[src/rtl/lcg_stim_gen.sv]
// Hardware twin of the harness's 32-bit LCG stimulus source: fills IN_W-bit
// vectors 32 bits per cycle and offers each one over a valid/ready handshake.
module lcg_stim_gen #(
  parameter int          IN_W  = 139,
  parameter logic [31:0] LCG_A = 32'h41C64E6D,
  parameter logic [31:0] LCG_C = 32'h3039
) (
  input  logic            clk,
  input  logic            rst_n,
  input  logic            start,
  input  logic [31:0]     seed,
  input  logic [31:0]     num_vectors,
  output logic            vec_valid,
  input  logic            vec_ready,
  output logic [IN_W-1:0] vec_data,
  output logic [31:0]     vec_count,
  output logic            busy,
  output logic            done
);

  localparam int NCHUNK = (IN_W + 31) / 32;
  localparam int LAST_W = IN_W - 32 * (NCHUNK - 1);
  localparam int IDX_W  = (NCHUNK > 1) ? $clog2(NCHUNK) : 1;
  localparam logic [IDX_W-1:0] LAST_IDX = IDX_W'(NCHUNK - 1);

  typedef enum logic [1:0] {S_IDLE, S_GEN, S_HOLD, S_DONE} state_t;

  state_t            state_reg;
  logic [31:0]       rng_reg;
  logic [31:0]       rng_next;
  logic [31:0]       num_reg;
  logic [IDX_W-1:0]  idx_reg;
  logic [IN_W-1:0]   vec_data_reg;
  logic [IN_W-1:0]   vec_data_next;
  logic [31:0]       vec_count_reg;
  logic              vec_valid_reg;
  logic              busy_reg;
  logic              done_reg;

  assign rng_next = rng_reg * LCG_A + LCG_C;

  // Each chunk is overwritten in place only on its own GEN cycle; the last
  // chunk keeps just the low LAST_W bits of the LCG state.
  genvar gi;
  generate
    for (gi = 0; gi < NCHUNK; gi++) begin : g_chunk
      localparam int LO = 32 * gi;
      localparam int W  = (gi == NCHUNK - 1) ? LAST_W : 32;
      assign vec_data_next[LO +: W] =
        (state_reg == S_GEN && idx_reg == IDX_W'(gi)) ? rng_next[W-1:0]
                                                      : vec_data_reg[LO +: W];
    end
  endgenerate

  always_ff @(posedge clk or negedge rst_n) begin
    if (!rst_n) begin
      state_reg     <= S_IDLE;
      rng_reg       <= '0;
      num_reg       <= '0;
      idx_reg       <= '0;
      vec_data_reg  <= '0;
      vec_count_reg <= '0;
      vec_valid_reg <= 1'b0;
      busy_reg      <= 1'b0;
      done_reg      <= 1'b0;
    end else begin
      done_reg <= 1'b0;
      case (state_reg)
        S_IDLE: begin
          if (start) begin
            rng_reg       <= seed;
            num_reg       <= num_vectors;
            idx_reg       <= '0;
            vec_data_reg  <= '0;
            vec_count_reg <= '0;
            busy_reg      <= 1'b1;
            state_reg     <= (num_vectors == 32'd0) ? S_DONE : S_GEN;
          end
        end
        S_GEN: begin
          rng_reg      <= rng_next;
          vec_data_reg <= vec_data_next;
          if (idx_reg == LAST_IDX) begin
            idx_reg       <= '0;
            vec_valid_reg <= 1'b1;
            state_reg     <= S_HOLD;
          end else begin
            idx_reg <= idx_reg + 1'b1;
          end
        end
        S_HOLD: begin
          if (vec_ready) begin
            vec_valid_reg <= 1'b0;
            vec_count_reg <= vec_count_reg + 32'd1;
            state_reg     <= (vec_count_reg + 32'd1 == num_reg) ? S_DONE : S_GEN;
          end
        end
        S_DONE: begin
          // done is seen in the first IDLE cycle, after busy has dropped
          done_reg  <= 1'b1;
          busy_reg  <= 1'b0;
          state_reg <= S_IDLE;
        end
        default: state_reg <= S_IDLE;
      endcase
    end
  end

  assign vec_valid = vec_valid_reg;
  assign vec_data  = vec_data_reg;
  assign vec_count = vec_count_reg;
  assign busy      = busy_reg;
  assign done      = done_reg;

endmodule

[config.mk]
export PLATFORM = sky130hd
export DESIGN_NAME = lcg_stim_gen
export DESIGN_NICKNAME = d
export VERILOG_FILES = /design/src/rtl/lcg_stim_gen.sv
export SDC_FILE = /design/constraint.sdc
export NUM_CORES = 1
export LEC_CHECK = 0
export CAP_MARGIN = 10
export CORE_ASPECT_RATIO = 1.75
export CORE_MARGIN = 8
export CORE_UTILIZATION = 40
export DETAILED_ROUTE_END_ITERATION = 7
export PLACE_DENSITY = 0.71
export SLEW_MARGIN = 20
export SYNTH_ARGS = -nofsm -noshare
export SYNTH_HDL_FRONTEND = slang
export SYNTH_SLANG_ARGS = --single-unit
[constraint.sdc]
create_clock -name clk -period 8 [get_ports clk]
set_clock_uncertainty 0.2 [all_clocks]
set_input_delay 1.6 -clock clk [delete_from_list [all_inputs] [get_ports clk]]
set_output_delay 1.6 -clock clk [all_outputs]
set_load 0.02 [all_outputs]
==> results of run 1 <==
-- critical path: stages, from the launching register on --
cell	delay, ns
dfrtp_1	0.67
ha_1	0.46
xor2_1	0.22
ha_1	0.21
a21oi_1	0.27
fa_1	0.47
fa_1	0.53
inv_1	0.07
fa_1	0.49
fa_1	0.51
fa_1	0.50
inv_1	0.11
fa_1	0.51
inv_1	0.05
ha_1	0.34
nand2_1	0.10
nor2_1	0.12
o2111ai_1	0.16
a31oi_1	0.42
a21oi_1	0.15
mux2i_1	0.15
a311oi_1	0.45
buf_4	0.24
a31oi_1	0.08
-- logic make-up (layout without fill, tap and decap cells) --
| logic type | after synthesis | in the layout |
|---|---|---|
| buffers and inverters | 475 | 711 |
| AND/OR/NAND/NOR | 389 | 389 |
| multiplexers | 38 | 38 |
| flip-flops | 243 | 243 |
| adder cells (fa/ha/maj) | 399 | 399 |
| XOR/XNOR | 110 | 110 |
| AO/OA/AOI/OAI | 372 | 372 |
-- per-layer routing --
metal  up-vias  wire length (um)
li1       6979                 -
met1      7675             22800
met2       587             35500
met3       202              4150
met4         4              5360
met5         -                22
-- stage by stage --
stage	hold slack (ns)	setup slack, ns	util, %	std cells	area, um^2
floorplan	0.300	1.41	-	2026	19600
global placement	0.262	0.506	46.9	2872	22800
detailed placement	0.269	0.469	46.9	2872	22800
CTS	0.284	0.445	48.7	2916	23700
global route	0.299	0.104	48.7	2916	23700
finish	0.278	0.383	48.7	2916	23700
-- area by class of cell --
cell class | instances | area, um^2
flip-flops and latches | 243 | 6080
repair buffers | 260 | 2560
inverters | 407 | 1530
multi-input cells | 1308 | 11800
clock inverters | 10 | 136
well taps | 654 | 818
clock buffers | 34 | 749
fillers | 4425 | 24900
-- worst max path at each step --
stage          cells past startpoint     endpoint
3_5_place_dp                      24  rng_reg[24]
5_1_grt                           25  rng_reg[24]
2_1_floorplan                     24  rng_reg[24]
6_report                          23  rng_reg[24]
4_1_cts                           24  rng_reg[24]
3_3_place_gp                      23  rng_reg[24]
-- layout by cell type (no fill, tap or decap), types with 8 or more instances in the layout --
cell,synthesis,final
inv_1,406,406
dfrtp_1,243,243
nor2_1,53,50
and3_1,10,10
a21oi_1,45,42
mux2_2,32,32
buf_4,0,18
fa_1,187,187
clkbuf_8,0,9
o31ai_1,24,24
clkbuf_16,0,25
o21ai_0,124,124
nand4_1,13,13
nor4_1,9,8
nor3_1,13,13
nand2_1,230,230
nand3_1,26,25
a31oi_1,31,31
a21o_1,13,13
ha_1,212,212
clkdlybuf4s50_1,0,240
o211ai_1,15,15
xnor2_1,77,77
a22o_1,9,9
o21ai_1,58,57
and2_1,10,10
xor2_1,33,33
==> impl_results.rst, run 1 <==
.. list-table::
   :header-rows: 1

   * - Metric
     - Value
   * - Critical path capture point type
     - flip-flop
   * - CTS tree
     - done
   * - Class of the tightest hold or removal check
     - flip-flop to flip-flop
   * - Y dimension of the die
     - 309 um
   * - Average routed wire per standard cell
     - between 20 and 25 um
   * - Via density per instance
     - 5.30
   * - WS Path Type
     - flip-flop to flip-flop
   * - Period minus WS final
     - roughly 7.6 ns
   * - Maximum number of buffers from clock root to sink
     - 3
   * - Placed wire-length estimate after detailed placement
     - between 50000 and 60000 um
   * - Cell Area, Synth
     - between 15000 and 20000 um^2
   * - Final Hold Fails
     - 0
   * - Peak-usage layer in the global routing report
     - met2
   * - Vias in the first global route
     - around 17000
   * - Startpoint type of the worst setup path
     - flip-flop
   * - Number of distinct library cell variants in the gate-level netlist after synthesis
     - slightly above 60
   * - Number of antenna violations at the first check in global routing
     - 3
   * - CTS Hold Bufs
     - 0
   * - CP Data Required Time
     - about 8 ns
   * - Setup repair after global routing missed its margin
     - no
   * - Xor/xnor share of the synthesized area
     - 4.91%
   * - Mux cell area share after synthesis
     - 2.14%
   * - Post-synth EDFFs
     - 0
   * - Residual overflow from global routing
     - 0
   * - Final setup violation count
     - 0
   * - Die Wd
     - around 180 um
   * - Net count reported at finish
     - 2711
   * - Cell types occupying the most area after synthesis
     - dfrtp_1 (31%), fa_1 (19%), ha_1 (14%)
   * - Number of DRC violations after detailed-routing iteration 0
     - between 700 and 800
   * - Cell at the root of the clock tree
     - clkbuf_16
   * - Global-route wire length before repair
     - around 100000 um
   * - Initial standard-cell utilization of the core
     - between 40 and 50%
   * - Routability congestion estimate from global placement
     - roughly 1.1
   * - Layout overhead on the synthesized area
     - 20.8%
   * - Worst reg2reg endpoint
     - rng_reg[24]
   * - GR met1 Demand/Resource
     - roughly 25%
   * - RR Startpoint
     - rng_reg[8]
   * - Maximum achievable frequency
     - about 130 MHz
   * - Total vias in the final route
     - between 15000 and 20000
   * - Overall routing resource usage
     - roughly 24%
   * - Outcome
     - finished clean
   * - Largest fanout on the critical path
     - 9
   * - Post-synthesis adder-cell area fraction
     - between 30% and 40%
   * - Count of nets left with antenna violations after detail routing
     - 0
   * - Worst setup path start
     - rng_reg[8]
   * - Ratio of cells with drive above 1 in the final layout
     - a little over 5%
   * - Largest family of logic cells by synthesized area
     - adder cells
   * - Simple logic cell fraction of the synthesized area
     - 8.75%
   * - Synth Area in Compound Gates
     - a little under an eighth
   * - Core footprint
     - 48600 um^2
   * - Number of slew-limit violations in the final report
     - 0
   * - Sequential share of the synthesized area
     - 31.0%
   * - Pin count of the biggest net entering global routing
     - 97
   * - Number of buffers inserted by port buffering
     - between 200 and 250
   * - CTS clock-pin slew for the worst setup and hold paths
     - 0.08 ns
   * - DRC
     - 0
   * - Number of antenna repair diodes
     - 0
   * - Post-CTS setup buffers
     - 0
   * - Clock insertion delay at the later pin of the skew report
     - about 0.55 ns
   * - Remaining max-slew budget at the tightest pin
     - 26.4%
   * - Number of flip-flops and latches in the synthesized netlist
     - 243
   * - Number of gates resized after CTS
     - 0
   * - Summed negative setup slack over all endpoints
     - 0 ns
   * - Launch point of the worst hold path
     - vec_valid
   * - Largest register FFs
     - ~140
   * - Met3 capacity usage during global routing
     - under 10%
   * - Area share of the largest cell type after synthesis
     - 31.0%
   * - DIE AREA
     - 56600 um^2
   * - Syn Inst Count
     - roughly 2000
   * - Sink of the worst hold path
     - vec_valid
   * - Met2 global-route usage
     - a little over two fifths
   * - Arrival time of the worst setup path
     - around 7.8 ns
   * - Cell depth of the worst min-delay path
     - 2
   * - Predominant post-synthesis flop cell
     - dfrtp_1
   * - Count of H-tree levels built during CTS
     - 1
   * - Tightest Pin Transition
     - about 1.1 ns
   * - Number of detailed-route iterations in the first pass
     - 5
   * - Num CTS Buffers
     - 24
   * - Reported max-cap violation count
     - 0
   * - Top cells by instance count after synthesis
     - inv_1 (406), dfrtp_1 (243), nand2_1 (230), ha_1 (212), fa_1 (187)
   * - Most instantiated library cell after synthesis
     - inv_1
   * - Number of sinks driven by the clock tree
     - between 200 and 250
   * - Drt total wl
     - 67800 um
   * - R2R depth
     - 23
   * - R2R Setup Slk
     - ~0.38 ns
   * - Share of the clock period used by the worst path after layout
     - 95.2%
   * - Standard-cell row count
     - around 110
   * - Mean instance size in the synthesized netlist
     - 9.68 um^2
   * - Ports
     - 242
   * - Ys Warns
     - 0
   * - Net Count, Synth
     - around 2500
   * - Largest area contributor in the netlist
     - dfrtp_1
   * - Proportion of synthesized flip-flops having asynchronous set or reset
     - 100%
Power of run 1 is left out: the tool's default activity adds up to more than one toggle a clock period on the data nets, which glitch-free logic cannot reach.
==> inputs of run 2 (changes only) <==
Settings changed: ABC_AREA set to 1.
==> run 2 against run 1 <==
Register-to-register slack gained 0.30 ns. Area after synthesis increased by 2.1%. Fmax rose by 4.1%. Non-clock buffer count down 3. Design area rose by 2.0%.
==> impl_results.rst, run 2 <==
.. list-table::
   :header-rows: 1

   * - Metric
     - Value
   * - R2R Setup Slk
     - 0.68 ns (+0.30 ns)
   * - Count of nets left with antenna violations after detail routing
     - 0 (unchanged)
   * - Ratio of cells with drive above 1 in the final layout
     - 3.32% (-1.8 points)
   * - Clock insertion delay at the later pin of the skew report
     - 0.57 ns (+0.02 ns)
   * - Ys Warns
     - 0 (unchanged)
   * - Maximum number of buffers from clock root to sink
     - 3 (unchanged)
   * - Global-route wire length before repair
     - 111000 um (+8.3%)
   * - Most instantiated library cell after synthesis
     - inv_1
   * - Final setup violation count
     - 0 (unchanged)
   * - WS Path Type
     - flip-flop to flip-flop
   * - Tightest Pin Transition
     - 1.06 ns (-0.0459 ns)
   * - Drt total wl
     - 74300 um (+9.5%)
   * - CTS Hold Bufs
     - 0 (unchanged)
   * - Die Wd
     - 185 um (+0.94%)
   * - Num CTS Buffers
     - 25 (+4.2%)
   * - Cell depth of the worst min-delay path
     - 2 (unchanged)
   * - Area share of the largest cell type after synthesis
     - 30.4% (-0.63 points)
   * - RR Startpoint
     - rng_reg[9]
   * - Largest fanout on the critical path
     - 8 (-1)
   * - Startpoint type of the worst setup path
     - flip-flop
   * - Number of buffers inserted by port buffering
     - 241 (unchanged)
   * - Net count reported at finish
     - 3036 (+12%)
   * - Share of the clock period used by the worst path after layout
     - 91.4% (-3.8 points)
   * - R2R depth
     - 20 (-13%)
   * - Setup repair after global routing missed its margin
     - no
   * - Reported max-cap violation count
     - 0 (unchanged)
   * - Largest register FFs
     - 139 (unchanged)
   * - Area used by sequential logic in the layout
     - 6080 um^2 (unchanged)
   * - Standard-cell row count
     - 108 (+0.93%)
   * - Number of detailed-route iterations in the first pass
     - 5 (unchanged)
   * - Y dimension of the die
     - 312 um (+0.98%)
   * - Syn Inst Count
     - 2337 (+15%)
   * - Summed negative setup slack over all endpoints
     - 0 ns (unchanged)
   * - Cell types occupying the most area after synthesis
     - dfrtp_1 (30%), fa_1 (19%), ha_1 (13%)
   * - Count of fill cells added during filler insertion
     - 4780 (+8.0%)
   * - Routability congestion estimate from global placement
     - 1.06 (-4.3%)
   * - Placed wire-length estimate after detailed placement
     - 61200 um (+11%)
   * - Ports
     - 242 (unchanged)
   * - Residual overflow from global routing
     - 0 (unchanged)
   * - Via density per instance
     - 5.24 (-1.1%)
   * - Number of antenna violations at the first check in global routing
     - 1 (-2)
   * - Sink of the worst hold path
     - vec_data[82]
   * - Period minus WS final
     - 7.32 ns (-0.301 ns)
   * - Most frequent cells in the layout
     - inv_1 (525), nand2_1 (478), dfrtp_1 (243), clkdlybuf4s50_1 (240), o21ai_0 (230)
   * - Post-CTS setup buffers
     - 0 (unchanged)
   * - Top cells by instance count after synthesis
     - inv_1 (527), nand2_1 (478), dfrtp_1 (243), o21ai_0 (235), ha_1 (212)
   * - Average routed wire per standard cell
     - 22.9 um (-1.7%)
   * - Area used by multi-input combinational logic
     - 11800 um^2 (about the same)
   * - Vias in the first global route
     - 18200 (+9.7%)
   * - Maximum achievable frequency
     - 137 MHz (+4.1%)
   * - Overall routing resource usage
     - 26.0% (+1.7 points)
   * - Largest area contributor in the netlist
     - dfrtp_1
   * - Outcome
     - finished clean
   * - CTS tree
     - done
   * - Number of DRC violations after detailed-routing iteration 0
     - 1133 (+43%)
   * - Total vias in the final route
     - 17000 (+10%)
   * - Final Hold Fails
     - 0 (unchanged)
   * - Cell at the root of the clock tree
     - clkbuf_16
   * - CTS clock-pin slew for the worst setup and hold paths
     - 0.08 ns (about the same)
   * - Initial standard-cell utilization of the core
     - 40.4% (about the same)
   * - Count of H-tree levels built during CTS
     - 1 (unchanged)
   * - CP Data Required Time
     - 8.20 ns (about the same)
   * - Worst reg2reg endpoint
     - vec_data[87]
   * - Post-synth EDFFs
     - 0 (unchanged)
   * - Number of sinks driven by the clock tree
     - 243 (unchanged)
   * - Pin count of the biggest net entering global routing
     - 162 (+67%)
   * - Net Count, Synth
     - 2804 (+12%)
   * - Critical path capture point type
     - flip-flop
   * - Number of slew-limit violations in the final report
     - 0 (unchanged)
   * - Cell Area, Synth
     - 20000 um^2 (+2.1%)
   * - Commonest non-fill, non-tap cell in the layout
     - inv_1
   * - Mean instance size in the synthesized netlist
     - 8.57 um^2 (-12%)
   * - DIE AREA
     - 57700 um^2 (+1.9%)
   * - DRC
     - 0 (unchanged)
   * - Remaining max-slew budget at the tightest pin
     - 28.8% (+2.4 points)
   * - Number of gates resized after CTS
     - 0 (unchanged)
   * - Number of antenna repair diodes
     - 0 (unchanged)
   * - Number of flip-flops and latches in the synthesized netlist
     - 243 (unchanged)
   * - Predominant post-synthesis flop cell
     - dfrtp_1
   * - Core footprint
     - 49600 um^2 (+2.0%)
   * - Number of distinct library cell variants in the gate-level netlist after synthesis
     - 44 (-29%)
   * - Launch point of the worst hold path
     - vec_data[82]
   * - Proportion of synthesized flip-flops having asynchronous set or reset
     - 100% (unchanged)
   * - Layout overhead on the synthesized area
     - 20.7% (about the same)
   * - Sequential share of the synthesized area
     - 30.4% (-0.63 points)
   * - Arrival time of the worst setup path
     - 7.51 ns (-0.30 ns)
   * - Class of the tightest hold or removal check
     - flip-flop to flip-flop
-- run 2: cell count changes after synthesis, sizes merged, moves of 25 or more --
| cell | before | now |
|---|---|---|
| nand3 | 27 | 77 |
| inv | 407 | 527 |
| o31ai | 25 | 0 |
| xnor2 | 77 | 19 |
| mux2 | 32 | 0 |
| nand2 | 230 | 480 |
| nor2 | 53 | 91 |
| o21ai | 182 | 241 |
| a31oi | 31 | 3 |
-- run 2: cells by family (layout without fill, tap and decap cells) --
family	count (synthesis)	in the layout	synth area share, %
compound gates	368	368	10.1
xor+xnor	51	51	2.37
fa+ha+maj	399	399	32.0
buf+inv	581	832	10.9
flops	243	243	30.4
simple gates	695	695	14.3
-- run 2: how the worst max path moves through the flow --
stage | cells past startpoint | start | to
finish | 20 | rng_reg[9] | vec_data[87]
CTS | 21 | rng_reg[8] | rng_reg[17]
detailed placement | 21 | rng_reg[8] | rng_reg[17]
global route | 20 | rng_reg[8] | vec_data[24]
global placement | 21 | rng_reg[9] | rng_reg[17]
floorplan | 26 | rng_reg[5] | rng_reg[29]
-- run 2: layout make-up --
type,count,area share [%]
inverters,529,8.22
clock inverters,14,0.901
multi-input cells,1513,48.9
flip-flops and latches,243,25.2
clock buffers,32,2.86
repair buffers,257,10.6
well taps,660,3.42
-- run 2: worst max-delay path, stage by stage (launching register included) --
cell,delay [ns]
dfrtp_1,0.64
ha_1,0.43
xor2_1,0.20
ha_1,0.20
a21oi_1,0.25
fa_1,0.48
fa_1,0.51
inv_1,0.06
fa_1,0.49
fa_1,0.52
fa_1,0.50
inv_1,0.05
fa_1,0.47
inv_1,0.04
ha_1,0.34
a21oi_1,0.22
o21ai_0,0.16
a21oi_1,0.16
nand3_1,0.23
o21ai_0,0.79
o21ai_0,0.19
-- run 2: through the flow --
stage	cell area [um^2]	utilization [%]	std cells	hold slack (ns)	worst slack, ns
after CTS	24200	48.7	3248	0.287	0.579
after floorplan	20000	-	2337	0.259	1.82
after global placement	23200	46.9	3202	0.267	0.648
after detailed placement	23200	46.9	3202	0.272	0.608
after global routing	24200	48.7	3248	0.296	0.352
final	24200	48.7	3248	0.287	0.684
-- run 2: layer usage --
metal  track usage, %  part of all wire, %  vias up
met4             18.6                  8.4        2
met1             26.3                   33     8392
met5                0                0.015        -
li1                 -                    -     7749
met3             4.32                  5.6      215
met2             47.1                   53      654
Power of run 2 is left out for the same reason.
